`src/rtl/uart_tx.sv`:
```
// -----------------------------------------------------------------------------
// uart_tx : UART serial transmitter.
//
// Serialises one byte per request as: start bit (0), 8 data bits LSB first,
// optional parity bit, one stop bit (1). A bit lasts `prescale` clocks, with
// prescale = 0 meaning 64 clocks, because the 6-bit edge counter wraps.
//
// Optional feature macro: UART_TX_PARITY_EN
//   defined   : PARITY state present; PAR_EN / PAR_TYP honoured.
//   undefined : no parity logic; PAR_EN / PAR_TYP are ignored and every
//               frame is 10 bits long.
//
// Ports
//   clk         in   system clock
//   rst         in   synchronous, active-high reset
//   data_in     in   byte to transmit (captured on acceptance)
//   data_valid  in   transmit request, accepted when busy = 0
//   PAR_EN      in   parity enable (captured on acceptance)
//   PAR_TYP     in   parity type, 0 = even, 1 = odd (captured on acceptance)
//   prescale    in   clocks per bit, 0 -> 64 (captured on acceptance)
//   tx_out      out  serial line, registered, idles high
//   busy        out  frame in progress, registered
//   tx_done     out  one-cycle pulse in the first idle cycle after a frame
// -----------------------------------------------------------------------------
module uart_tx #(
  parameter int DATA_WIDTH = 8
) (
  input  logic                  clk,
  input  logic                  rst,
  input  logic [DATA_WIDTH-1:0] data_in,
  input  logic                  data_valid,
  input  logic                  PAR_EN,
  input  logic                  PAR_TYP,
  input  logic [5:0]            prescale,
  output logic                  tx_out,
  output logic                  busy,
  output logic                  tx_done
);

  typedef enum logic [2:0] {
    S_IDLE,
    S_START,
    S_DATA,
    S_STOP
`ifdef UART_TX_PARITY_EN
    , S_PARITY
`endif
  } state_t;

  state_t                  state_reg, state_next;
  logic [5:0]              edge_cnt_reg, edge_cnt_next;
  logic [2:0]              bit_cnt_reg, bit_cnt_next;
  logic [DATA_WIDTH-1:0]   data_reg, data_next;
  logic [5:0]              prescale_reg, prescale_next;
  logic                    tx_out_reg, tx_out_next;
  logic                    busy_reg, busy_next;
  logic                    tx_done_reg, tx_done_next;

  // Last clock of the current bit: the incremented edge count hits the
  // captured prescale. With prescale = 0 this happens when 63 wraps to 0.
  logic [5:0]              edge_inc;
  logic                    bit_end;

  assign edge_inc = edge_cnt_reg + 6'd1;
  assign bit_end  = (edge_inc == prescale_reg);

`ifdef UART_TX_PARITY_EN
  logic par_en_reg, par_en_next;
  logic par_typ_reg, par_typ_next;
  logic parity_bit;

  // XOR of the data bits gives even parity; PAR_TYP = 1 flips it to odd.
  assign parity_bit = (^data_reg) ^ par_typ_reg;
`else
  // Parity inputs are part of the port list in every build but have no
  // function without the parity feature.
  logic unused_par_inputs;
  assign unused_par_inputs = PAR_EN ^ PAR_TYP;
`endif

  // ---------------------------------------------------------------------------
  // State and datapath registers
  // ---------------------------------------------------------------------------
  always_ff @(posedge clk) begin
    if (rst) begin
      state_reg    <= S_IDLE;
      edge_cnt_reg <= '0;
      bit_cnt_reg  <= '0;
      data_reg     <= '0;
      prescale_reg <= '0;
      tx_out_reg   <= 1'b1;
      busy_reg     <= 1'b0;
      tx_done_reg  <= 1'b0;
    end else begin
      state_reg    <= state_next;
      edge_cnt_reg <= edge_cnt_next;
      bit_cnt_reg  <= bit_cnt_next;
      data_reg     <= data_next;
      prescale_reg <= prescale_next;
      tx_out_reg   <= tx_out_next;
      busy_reg     <= busy_next;
      tx_done_reg  <= tx_done_next;
    end
  end

`ifdef UART_TX_PARITY_EN
  always_ff @(posedge clk) begin
    if (rst) begin
      par_en_reg  <= 1'b0;
      par_typ_reg <= 1'b0;
    end else begin
      par_en_reg  <= par_en_next;
      par_typ_reg <= par_typ_next;
    end
  end
`endif

  // ---------------------------------------------------------------------------
  // Next-state logic
  // ---------------------------------------------------------------------------
  always_comb begin
    state_next    = state_reg;
    edge_cnt_next = edge_cnt_reg;
    bit_cnt_next  = bit_cnt_reg;
    data_next     = data_reg;
    prescale_next = prescale_reg;
    tx_done_next  = 1'b0;
`ifdef UART_TX_PARITY_EN
    par_en_next   = par_en_reg;
    par_typ_next  = par_typ_reg;
`endif

    case (state_reg)
      S_IDLE: begin
        if (data_valid) begin
          data_next     = data_in;
          prescale_next = prescale;
`ifdef UART_TX_PARITY_EN
          par_en_next   = PAR_EN;
          par_typ_next  = PAR_TYP;
`endif
          edge_cnt_next = '0;
          bit_cnt_next  = '0;
          state_next    = S_START;
        end
      end

      S_START: begin
        if (bit_end) begin
          edge_cnt_next = '0;
          bit_cnt_next  = '0;
          state_next    = S_DATA;
        end else begin
          edge_cnt_next = edge_inc;
        end
      end

      S_DATA: begin
        if (bit_end) begin
          edge_cnt_next = '0;
          if (bit_cnt_reg == 3'd7) begin
`ifdef UART_TX_PARITY_EN
            state_next = par_en_reg ? S_PARITY : S_STOP;
`else
            state_next = S_STOP;
`endif
          end else begin
            bit_cnt_next = bit_cnt_reg + 3'd1;
          end
        end else begin
          edge_cnt_next = edge_inc;
        end
      end

`ifdef UART_TX_PARITY_EN
      S_PARITY: begin
        if (bit_end) begin
          edge_cnt_next = '0;
          state_next    = S_STOP;
        end else begin
          edge_cnt_next = edge_inc;
        end
      end
`endif

      S_STOP: begin
        if (bit_end) begin
          edge_cnt_next = '0;
          bit_cnt_next  = '0;
          tx_done_next  = 1'b1;
          state_next    = S_IDLE;
        end else begin
          edge_cnt_next = edge_inc;
        end
      end

      default: begin
        edge_cnt_next = '0;
        bit_cnt_next  = '0;
        state_next    = S_IDLE;
      end
    endcase
  end

  // ---------------------------------------------------------------------------
  // Output decode from the state being entered, so the registered line level
  // changes on the same edge as the state register.
  // ---------------------------------------------------------------------------
  always_comb begin
    tx_out_next = 1'b1;
    busy_next   = (state_next != S_IDLE);
    case (state_next)
      S_START:  tx_out_next = 1'b0;
      S_DATA:   tx_out_next = data_next[bit_cnt_next];
`ifdef UART_TX_PARITY_EN
      S_PARITY: tx_out_next = parity_bit;
`endif
      default:  tx_out_next = 1'b1;
    endcase
  end

  assign tx_out  = tx_out_reg;
  assign busy    = busy_reg;
  assign tx_done = tx_done_reg;

endmodule
```
`config.mk`:
```
export PLATFORM = sky130hd
export DESIGN_NAME = uart_tx
export DESIGN_NICKNAME = d
export VERILOG_FILES = /design/src/rtl/uart_tx.sv
export SDC_FILE = /design/constraint.sdc
export NUM_CORES = 1
export LEC_CHECK = 0
export CORE_UTILIZATION = 30
export DETAILED_ROUTE_END_ITERATION = 10
export RECOVER_POWER = 50
export SYNTH_ARGS = -nofsm -noshare
export SYNTH_HDL_FRONTEND = slang
export SYNTH_SLANG_ARGS = --single-unit
```
`constraint.sdc`:
```
create_clock -name clk -period 2.95 [get_ports clk]
set_clock_uncertainty 0.2 [all_clocks]
set_input_delay 0.59 -clock clk [delete_from_list [all_inputs] [get_ports clk]]
set_output_delay 0.59 -clock clk [all_outputs]
set_load 0.01 [all_outputs]
```
==> out/summary.md <==
Logic synthesis
• **Synth Warn #** 0
• **flip-flop and latch count after synthesis** 29
• **area share of the leading cell type in the synthesized netlist** 38.83%
• **library cell with the largest summed area after synthesis** sky130_fd_sc_hd__dfxtp_1
• **share of synthesized registers carrying an async set or reset** 0%
• **number of enable-type register cells in the synthesized netlist** 0
• **synthesized area per cell** 8.170 µm²
• **count of unique library cells instantiated by Yosys** 45
• **share of synthesized area occupied by flip-flops and latches** 38.83%
• **Cell Area, Synth** 1495 µm²
• **top cells by instance count after synthesis** sky130_fd_sc_hd__nand2_1, sky130_fd_sc_hd__dfxtp_1, sky130_fd_sc_hd__a21oi_1
• **synthesized netlist net count** 204
• **most instantiated library cell after synthesis** sky130_fd_sc_hd__nand2_1
• **Main synth FF type** sky130_fd_sc_hd__dfxtp_1
• **number of instances in the synthesized netlist** 183
• **cell types occupying the most area after synthesis** sky130_fd_sc_hd__dfxtp_1, sky130_fd_sc_hd__nand2_1, sky130_fd_sc_hd__a21oi_1, sky130_fd_sc_hd__nor2_1, sky130_fd_sc_hd__o21ai_0

Status
• **status** complete, no violations

Timing
• **min cycle time layout** 2.697 ns
• **unrepaired setup endpoints after global routing** false
• **final hold violation count** 0
• **total negative setup slack** 0 ns
• **highest clock rate** 370.8 MHz
• **max-slew violation total from the final report** 0
• **count of final setup violators** 0
• **share of the clock period used by the worst path after layout** 91.43%
• **slew margin rel.** 66.18%
• **worst slew pin tran** 0.5073 ns

Final layout
• **final std cells w/o fill** 276
• **fraction of final layout cells sized beyond drive strength 1** 12.44%
• **# fillers** 528
• **antenna diode instance count** 0
• **flip-flop count of the largest register after layout** 8
• **synth-to-layout area growth** 26.19%
• **count of nets after finishing** 230
• **final core area utilization** 39.68%

GRT
• **GR met2 Demand/Resource** 20.35%
• **fraction of met1 tracks used by global routing** 19.22%
• **Most Crowded Layer GR** met2
• **global-route total usage across every layer** 14.29%
• **maximum number of pins on one net before global-route repair** 23
• **via count of the first global-routing pass** 1223
• **global-route wire length before repair** 5.609 mm
• **aggregate global routing overflow** 0
• **met3 demand-to-capacity share in global routing** 3.315%
• **number of antenna violations at the first check in global routing** 0

Clock tree
• **Max Root-Sink Buffers** 2
• **clock latency of the later-clocked register in the worst-skew pair** 0.28 ns
• **clock tree from TritonCTS** done
• **clk root buf** sky130_fd_sc_hd__clkbuf_8
• **clock slew at the register clock pins of the worst setup and hold paths** 0.06 ns
• **number of buffers inserted during clock tree synthesis** 5
• **clock net sink count** 29
• **number of levels in the clock H-tree** 2

Die
• **core footprint** 4755 µm²
• **row cnt** 25
• **effective utilization at floorplan** 31.45%
• **Chip Height** 72.60 µm
• **Die Wd** 72.60 µm
• **Die Area** 5270 µm²
• **Top-Level Pins** 22

Place
• **final RePlAce weighted congestion** 0.8067
• **input/output buffers** 19
• **HPWL after DPL** 2.292 mm
• **number of cells in the design after placement** 269

Critical path
• **slowest stage cell on the critical path** sky130_fd_sc_hd__mux2_2
• **maximum fanout count along the critical path** 6
• **Worst Path Class, Setup** reg2reg
• **delay contributed by the slowest stage of the critical path** 0.38 ns
• **Worst Setup Start Kind** flop
• **crit path capture type** flop
• **CP required** 2.95 ns
• **cells traversed along the worst timing path** ha_1 -> xor2_1 -> nor2_1 -> o211a_1 -> nand2_2 -> a21oi_1 -> o31a_1 -> mux2_2 -> a211oi_2
• **Crit path arrival time** 2.70 ns

Min path
• **class of the tightest hold or removal check** reg2reg

Detailed routing
• **number of vias per cell after detailed routing** 4.725
• **Routed WL per cell** 11.52 µm
• **Starting DRT DRC Count** 61
• **routed via count** 1304
• **post-detailed-routing wire length** 3.180 mm
• **number of remaining DRC errors** 0
• **router iterations before antenna repair** 4
• **antenna viol nets, final** 0

Power
• **post-layout power** 0.8988 mW
• **leakage dissipation** 0.7021 nW
• **power density over the cells** 476.3 nW/µm²
• **maximum vdd drop** 0.0002317 V

Job
• **max cap viols** 0

==> repair_timing <==
action	in CTS	in global routing
endpoints found under the setup margin	0	1
hold endpoints to repair	0	0
resized for setup	0	1
buffers inserted	0	0
hold buffers	0	0
==> placed cells by master (no fill, tap or decap), types with 2 or more instances in the layout <==
master / count
sky130_fd_sc_hd__inv_1: 3
sky130_fd_sc_hd__nor2b_1: 3
sky130_fd_sc_hd__a31oi_1: 2
sky130_fd_sc_hd__o21ai_0: 7
sky130_fd_sc_hd__or3_1: 3
sky130_fd_sc_hd__o211ai_1: 2
sky130_fd_sc_hd__ha_1: 2
sky130_fd_sc_hd__nor2_1: 14
sky130_fd_sc_hd__or2_2: 2
sky130_fd_sc_hd__clkdlybuf4s50_1: 17
sky130_fd_sc_hd__a21oi_1: 25
sky130_fd_sc_hd__nand4_1: 3
sky130_fd_sc_hd__clkbuf_1: 2
sky130_fd_sc_hd__nor3_1: 3
sky130_fd_sc_hd__nand2b_1: 2
sky130_fd_sc_hd__dfxtp_1: 29
sky130_fd_sc_hd__nand2_1: 35
sky130_fd_sc_hd__nand3_1: 5
sky130_fd_sc_hd__mux2_2: 2
sky130_fd_sc_hd__xor2_1: 4
sky130_fd_sc_hd__mux2i_1: 2
sky130_fd_sc_hd__clkbuf_8: 5
sky130_fd_sc_hd__nand3b_1: 2
sky130_fd_sc_hd__dlygate4sd3_1: 2
sky130_fd_sc_hd__xnor2_1: 4
sky130_fd_sc_hd__buf_4: 4
==> area by class of cell <==
cell class	instances	area [µm²]	area share, %
Sequential cell	29	580.6	30.77
Inverter	3	11.26	0.5968
Tap cell	67	83.83	4.443
Multi-Input combinational cell	145	879.6	46.62
Clock inverter	2	35.03	1.857
Clock buffer	5	68.82	3.647
Timing Repair Buffer	25	227.7	12.07
==> critical path: cells and delay by family, from the launching register on <==
kind                       cells  cell delay [ns]
and+or+nand+nor                2             0.29
xor gates and xnor gates       1             0.15
DFF                            1             0.34
AOI/OAI and AO/OA              4             0.95
adders and majority gates      1             0.31
muxes                          1             0.38
==> power by group <==
part,switching (mW),internal (mW)
Combinational,0.0450,0.0442
Clock,0.152,0.245
Sequential,0.00924,0.403
Total,0.206,0.693
==> metrics by stage <==
| step | hold WS, ns | cell area [µm²] | setup slack (ns) |
|---|---|---|---|
| floorplan | 0.2357 | 1495 | 0.3724 |
| global placement | 0.2453 | 1790 | 0.09678 |
| detailed placement | 0.2477 | 1790 | 0.1103 |
| CTS | 0.2569 | 1894 | 0.2024 |
| global route | 0.2773 | 1887 | 0.03976 |
| finish | 0.2545 | 1887 | 0.2528 |
==> layer usage <==
layer,routed length [µm],part of all wire [%]
met1,1659,52
met2,1331,42
met3,110,3.5
met4,79,2.5
met5,0,0
==> kinds of logic (layout without fill, tap and decap cells) <==
kind of cell,count (synthesis),in the layout,share of synthesized area (%)
AND/OR/NAND/NOR,81,81,27.28
AO/OA/AOI/OAI,48,48,21.09
flip-flops,29,29,38.83
buffers and inverters,9,35,2.343
XOR/XNOR,8,8,4.686
multiplexers,5,5,3.849
adder cells (fa/ha/maj),2,2,1.673
other,1,1,0.2508
==> worst paths after layout <==
check | from | endpoint | slack (ns) | depth (start not counted)
worst min-delay path | data_reg[3]$_SDFF_PP0_ | data_reg[3]$_SDFF_PP0_ | 0.25 | 2
worst max-delay path | edge_cnt_reg[1]$_SDFFE_PP0P_ | tx_out$_SDFF_PP1_ | 0.25 | 9
worst max register to register | edge_cnt_reg[1]$_SDFFE_PP0P_ | tx_out$_SDFF_PP1_ | 0.25 | 9
worst min register to register | data_reg[3]$_SDFF_PP0_ | data_reg[3]$_SDFF_PP0_ | 0.25 | 2
Note: power is estimated with default switching activity, not from simulation.
==> edit 1: new RTL, same settings <==
`DATA_WIDTH`: 8 -> 6.
--- a/src/rtl/uart_tx.sv
+++ b/src/rtl/uart_tx.sv
@@ -25,3 +25,3 @@
 module uart_tx #(
-  parameter int DATA_WIDTH = 8
+  parameter int DATA_WIDTH = 6
 ) (
Ports: changed (resized data_in); port bits go from 22 to 20. No check against the original RTL was run, so the function may have changed too.
==> edit 1 against the unedited design <==
  * The flow now finishes with violations (DRC)
  * Final area is 11% lower
  * Worst setup slack lost 15 ps
  * Synthesized cell count fell by 7.1%
  * Critical path type unchanged
  * Area after synthesis is 5.7% lower
  * Highest routed layer unchanged
  * Power down 25%
  * Sequential cell count is 2 lower
  * Global-route usage fell by 1.3 points
  * Wire length fell by 11%
  * Final cell count shrank 13%
  * Worst hold slack better by 5.4 ps
==> edit 1: results <==
[synth]
async_reset_ff_frac = 0
ys_seq_area_frac = 0.3833
netlist-cell-type-count = 48
synth_nets = 189
ys_top_cells_by_area = "dfxtp_1 38%, nand2_1 6.9%, a21oi_1 6.0%"
synth_commonest_cells = "27 x dfxtp_1, 26 x nand2_1, 17 x a21oi_1, 15 x nor2_1, 6 x clkbuf_1"

[final_layout]
drive_gt1_frac = 0.1064
nFillCells = 478
final_nets = 208

[run_status]
failed_checks = "DRC"
status = "complete, but fails checks"

[clock_network]
cts_buffers = 3
clkSlewWorstSetupHoldPaths_ps = 90
htreeDepth = 1

[placed_design]
postPlaceCellArea_um2 = 1644
io_buffers = 17
gp_congestion = 0.7931
hpwlAfterDp_mm = 1.990

[drt]
drt_iter0_markers = 18
vias_per_cell = 4.917
wl_mm = 2.821
route.detailed.drc = 2

[critical_path]
cpPeakStageDelay_ps = 380
slowest_stage = "dfxtp_1"
arrival_ps = 2680

[global_routing]
grt_max_degree = 24
grt_first_pass_wirelength_mm = 5.126
grt_pass1_vias = 1113
grt_use_total = 0.1297

[pwr]
switching_share = 0.2395
power.leakage_uw = 0.0005871
irDropWorstVdd_mv = 0.1909

[timing]
hold_viol = 0

[hold_path]
hold_path.class = "reg2reg"
-- edit 1: final cells by class --
class                      instances  area, um^2  share of cell area
sequential                        27       540.5              0.3214
inverter                           4       15.01            0.008929
multi-input combinational        131       815.8              0.4851
timing repair buffer              22       200.2              0.1190
clock buffer                       4       45.04             0.02679
tap                               52       65.06             0.03869
-- edit 1: kinds of logic after synthesis --
group,Yosys count,share of synthesized area
fa+ha+maj,2,0.01774
simple gates,71,0.2555
mux,4,0.02840
other cells,1,0.002659
xor+xnor,7,0.04348
compound gates,46,0.2307
flops,27,0.3833
buf+inv,12,0.03815
-- edit 1: path summary, 6_finish.rpt --
check	startpoint	to	slack, ps	cells past startpoint
max	edge_cnt_reg[0]	tx_out	240	9
min	data_reg[2]	data_reg[2]	260	2
max reg2reg	edge_cnt_reg[0]	tx_out	240	9
min reg2reg	data_reg[2]	data_reg[2]	260	2
-- edit 1: critical path, delay by kind of cell (launching register included) --
kind	cells	cell delay [ps]
flops	1	380
fa+ha+maj	1	300
compound gates	4	940
simple gates	4	790
-- edit 1: power by group through the flow --
stage                     Sequential, uW  Combinational [uW]  Clock, uW
after floorplan                      388                46.2          0
after global placement               392                78.4          0
after detailed placement             392                78.7          0
after CTS                            384                79.2        222
after global routing                 385                85.2        234
final                                383                76.5        211
-- edit 1: metal layers --
metal  track usage  up-vias  routed length (um)
met4       0.04667        0                  36
met5             0        -                   0
met3       0.02564        2                  83
li1              -      632                   -
met1        0.1798      525                1447
met2        0.2017       21                1253
-- edit 1: metrics by stage --
stage | hold slack [ps] | utilization | setup slack [ps] | std cells
CTS | 264.7 | 0.3801 | 227.4 | 240
global placement | 245.9 | 0.3699 | 264.7 | 236
floorplan | 235.7 | - | 421.0 | 170
detailed placement | 250.8 | 0.3699 | 265.9 | 236
global route | 280.1 | 0.3784 | 43.23 | 240
finish | 259.9 | 0.3784 | 238.2 | 240
==> edit 2: new RTL, config.mk and constraints unchanged <==
Made on the original files. `data_reg` no longer has a reset.
--- a/src/rtl/uart_tx.sv
+++ b/src/rtl/uart_tx.sv
@@ -88,3 +88,2 @@
       bit_cnt_reg  <= '0;
-      data_reg     <= '0;
       prescale_reg <= '0;
@@ -97,3 +96,2 @@
       bit_cnt_reg  <= bit_cnt_next;
-      data_reg     <= data_next;
       prescale_reg <= prescale_next;
@@ -103,2 +101,6 @@
     end
+  end
+
+  always_ff @(posedge clk) begin
+    data_reg <= data_next;
   end
Function: no difference found for any inputs over 10 cycles, from zero or initial values and one cycle with rst high; that may be too few to reach the edited logic, so the function may still have changed.
==> edit 2 against the unedited design <==
  * Fmax shrank 8.1%
  * Clock power shrank 9.3%
  * Worst setup slack lost 240 ps
  * Global-route usage shrank 0.43 points
  * Area after synthesis shrank 4.4%
  * Count of clock-buffer cells in the layout grew 1
  * Sequential cell count is the same
  * Core utilization grew 2.7 points
  * Wire length shrank 1.9%
  * Final area grew 0.40%
  * Worst hold slack gained 11 ps
  * Power grew 1.2%
  * Final cell count shrank 13%
  * Critical path type is now in2reg
==> edit 2: results <==
[critical_path]
ff2ff_setup_slack_ps = 20
r2r_end = "tx_out"
arrival_ps = 2910
crit_start = "data_valid"
crit_fanout = 6
r2r_cells = 8
rr_startpoint = "edge_cnt_reg[0]"

[drt]
vias_per_cell = 5.100
drt_iter0_markers = 62
wl_mm = 3.118
first_pass_iters = 6

[synth]
synth_nets = 175
netlist-cell-type-count = 38
synth_commonest_cells = "29 x dfxtp_1, 22 x nor2_1, 10 x mux2_2, 10 x mux2i_1, 9 x nand2_1"
ys_seq_area_frac = 0.4063
ys_warn_count = 0
ys_top_cells_by_area = "dfxtp_1 41%, mux2_2 7.9%, mux2i_1 7.0%"
async_reset_ff_frac = 0

[final_layout]
final_nets = 208
drive_gt1_frac = 0.1979
antenna_cells = 0
largest_register_ffs = 8

[run_status]
status = "finished clean"

[hold_path]
hold_start = "data_reg[4]"
min_to = "data_reg[4]"
hold_path.class = "reg2reg"

[placed_design]
io_buffers = 19
gp_congestion = 0.8056
post-place-ws_ps = -167.5
hpwlAfterDp_mm = 2.258

[clock_network]
clock_latency_ps = 280
htreeDepth = 2
clk_path_buf_depth = 2
clock-root-buffer = "clkbuf_8"
clkSlewWorstSetupHoldPaths_ps = 60
cts_buffers = 5

[pwr]
switching_share = 0.2317
irDropWorstVdd_mv = 0.2080
power.leakage_uw = 0.0007315

[global_routing]
grtUsageMet2 = 0.2254
busiest_layer = "met2"
use_met3 = 0.03846
grt_max_degree = 16
grtUsageMet1 = 0.1601
grt_pass1_vias = 1231
grt_use_total = 0.1387
grt_first_pass_wirelength_mm = 5.319
edit 2: area by class of cell:
class / instances / area (um^2)
fillers: 421 / 2580
multi-input cells: 116 / 842.1
flip-flops and latches: 29 / 589.3
repair buffers: 32 / 287.8
clock buffers: 6 / 93.84
well taps: 52 / 65.06
inverters: 3 / 11.26
clock inverters: 1 / 5.005
edit 2: cells by family (layout without fill, tap and decap cells):
group | after synthesis | after routing | share of synthesized area
compound gates | 21 | 21 | 0.1103
mux | 21 | 21 | 0.1646
simple gates | 62 | 62 | 0.2189
fa+ha+maj | 2 | 2 | 0.01751
xor+xnor | 9 | 9 | 0.05517
buf+inv | 9 | 42 | 0.02452
flops | 29 | 29 | 0.4063
other cells | 1 | 1 | 0.002624
edit 2: worst max path at each step:
| stage | slack [ps] | cells after the start | endpoint |
|---|---|---|---|
| 6_report | 10 | 8 | tx_out |
| 5_1_grt | -110 | 8 | tx_out |
| 4_1_cts | 10 | 8 | tx_out |
| 3_5_place_dp | -170 | 8 | tx_out |
| 3_3_place_gp | -140 | 8 | tx_out |
| 2_1_floorplan | 0.5 | 8 | tx_out |
edit 2: metrics by stage:
| step | util | cells | area, um^2 | hold WS, ps |
|---|---|---|---|---|
| after detailed placement | 0.3949 | 229 | 1767 | 251.6 |
| after floorplan | - | 154 | 1455 | 218.6 |
| after global routing | 0.4234 | 239 | 1894 | 292.2 |
| final | 0.4234 | 239 | 1894 | 265.8 |
| after CTS | 0.4197 | 237 | 1878 | 272.7 |
| after global placement | 0.3949 | 229 | 1767 | 237.1 |
edit 2: timing repair:
item / CTS / global route
endpoints found under the hold margin: 0 / 0
resized for setup: 2 / 2
endpoints found under the setup margin: 1 / 1
pin swaps: 0 / 2
hold buffers: 0 / 0
buffers inserted: 1 / 2
edit 2: routing by layer:
| metal | vias up | routed length, um |
|---|---|---|
| li1 | 604 | - |
| met1 | 579 | 1438 |
| met2 | 25 | 1487 |
| met3 | 11 | 96 |
| met4 | 0 | 95 |
| met5 | - | 0 |
edit 2: power groups by stage:
stage | Clock, uW | Sequential [uW] | Combinational (uW)
after detailed placement | 0 | 441 | 119
after floorplan | 0 | 435 | 75.5
final | 360 | 431 | 119
after global routing | 394 | 434 | 130
after global placement | 0 | 439 | 115
after CTS | 377 | 433 | 121
edit 2: worst max-delay path, stage by stage:
cell and delay (ps):
dlygate4sd3_1 550, nand2b_1 130, nor3_1 160, buf_4 180, mux2_2 350, mux4_2 470
or3b_1 350, o211a_1 130
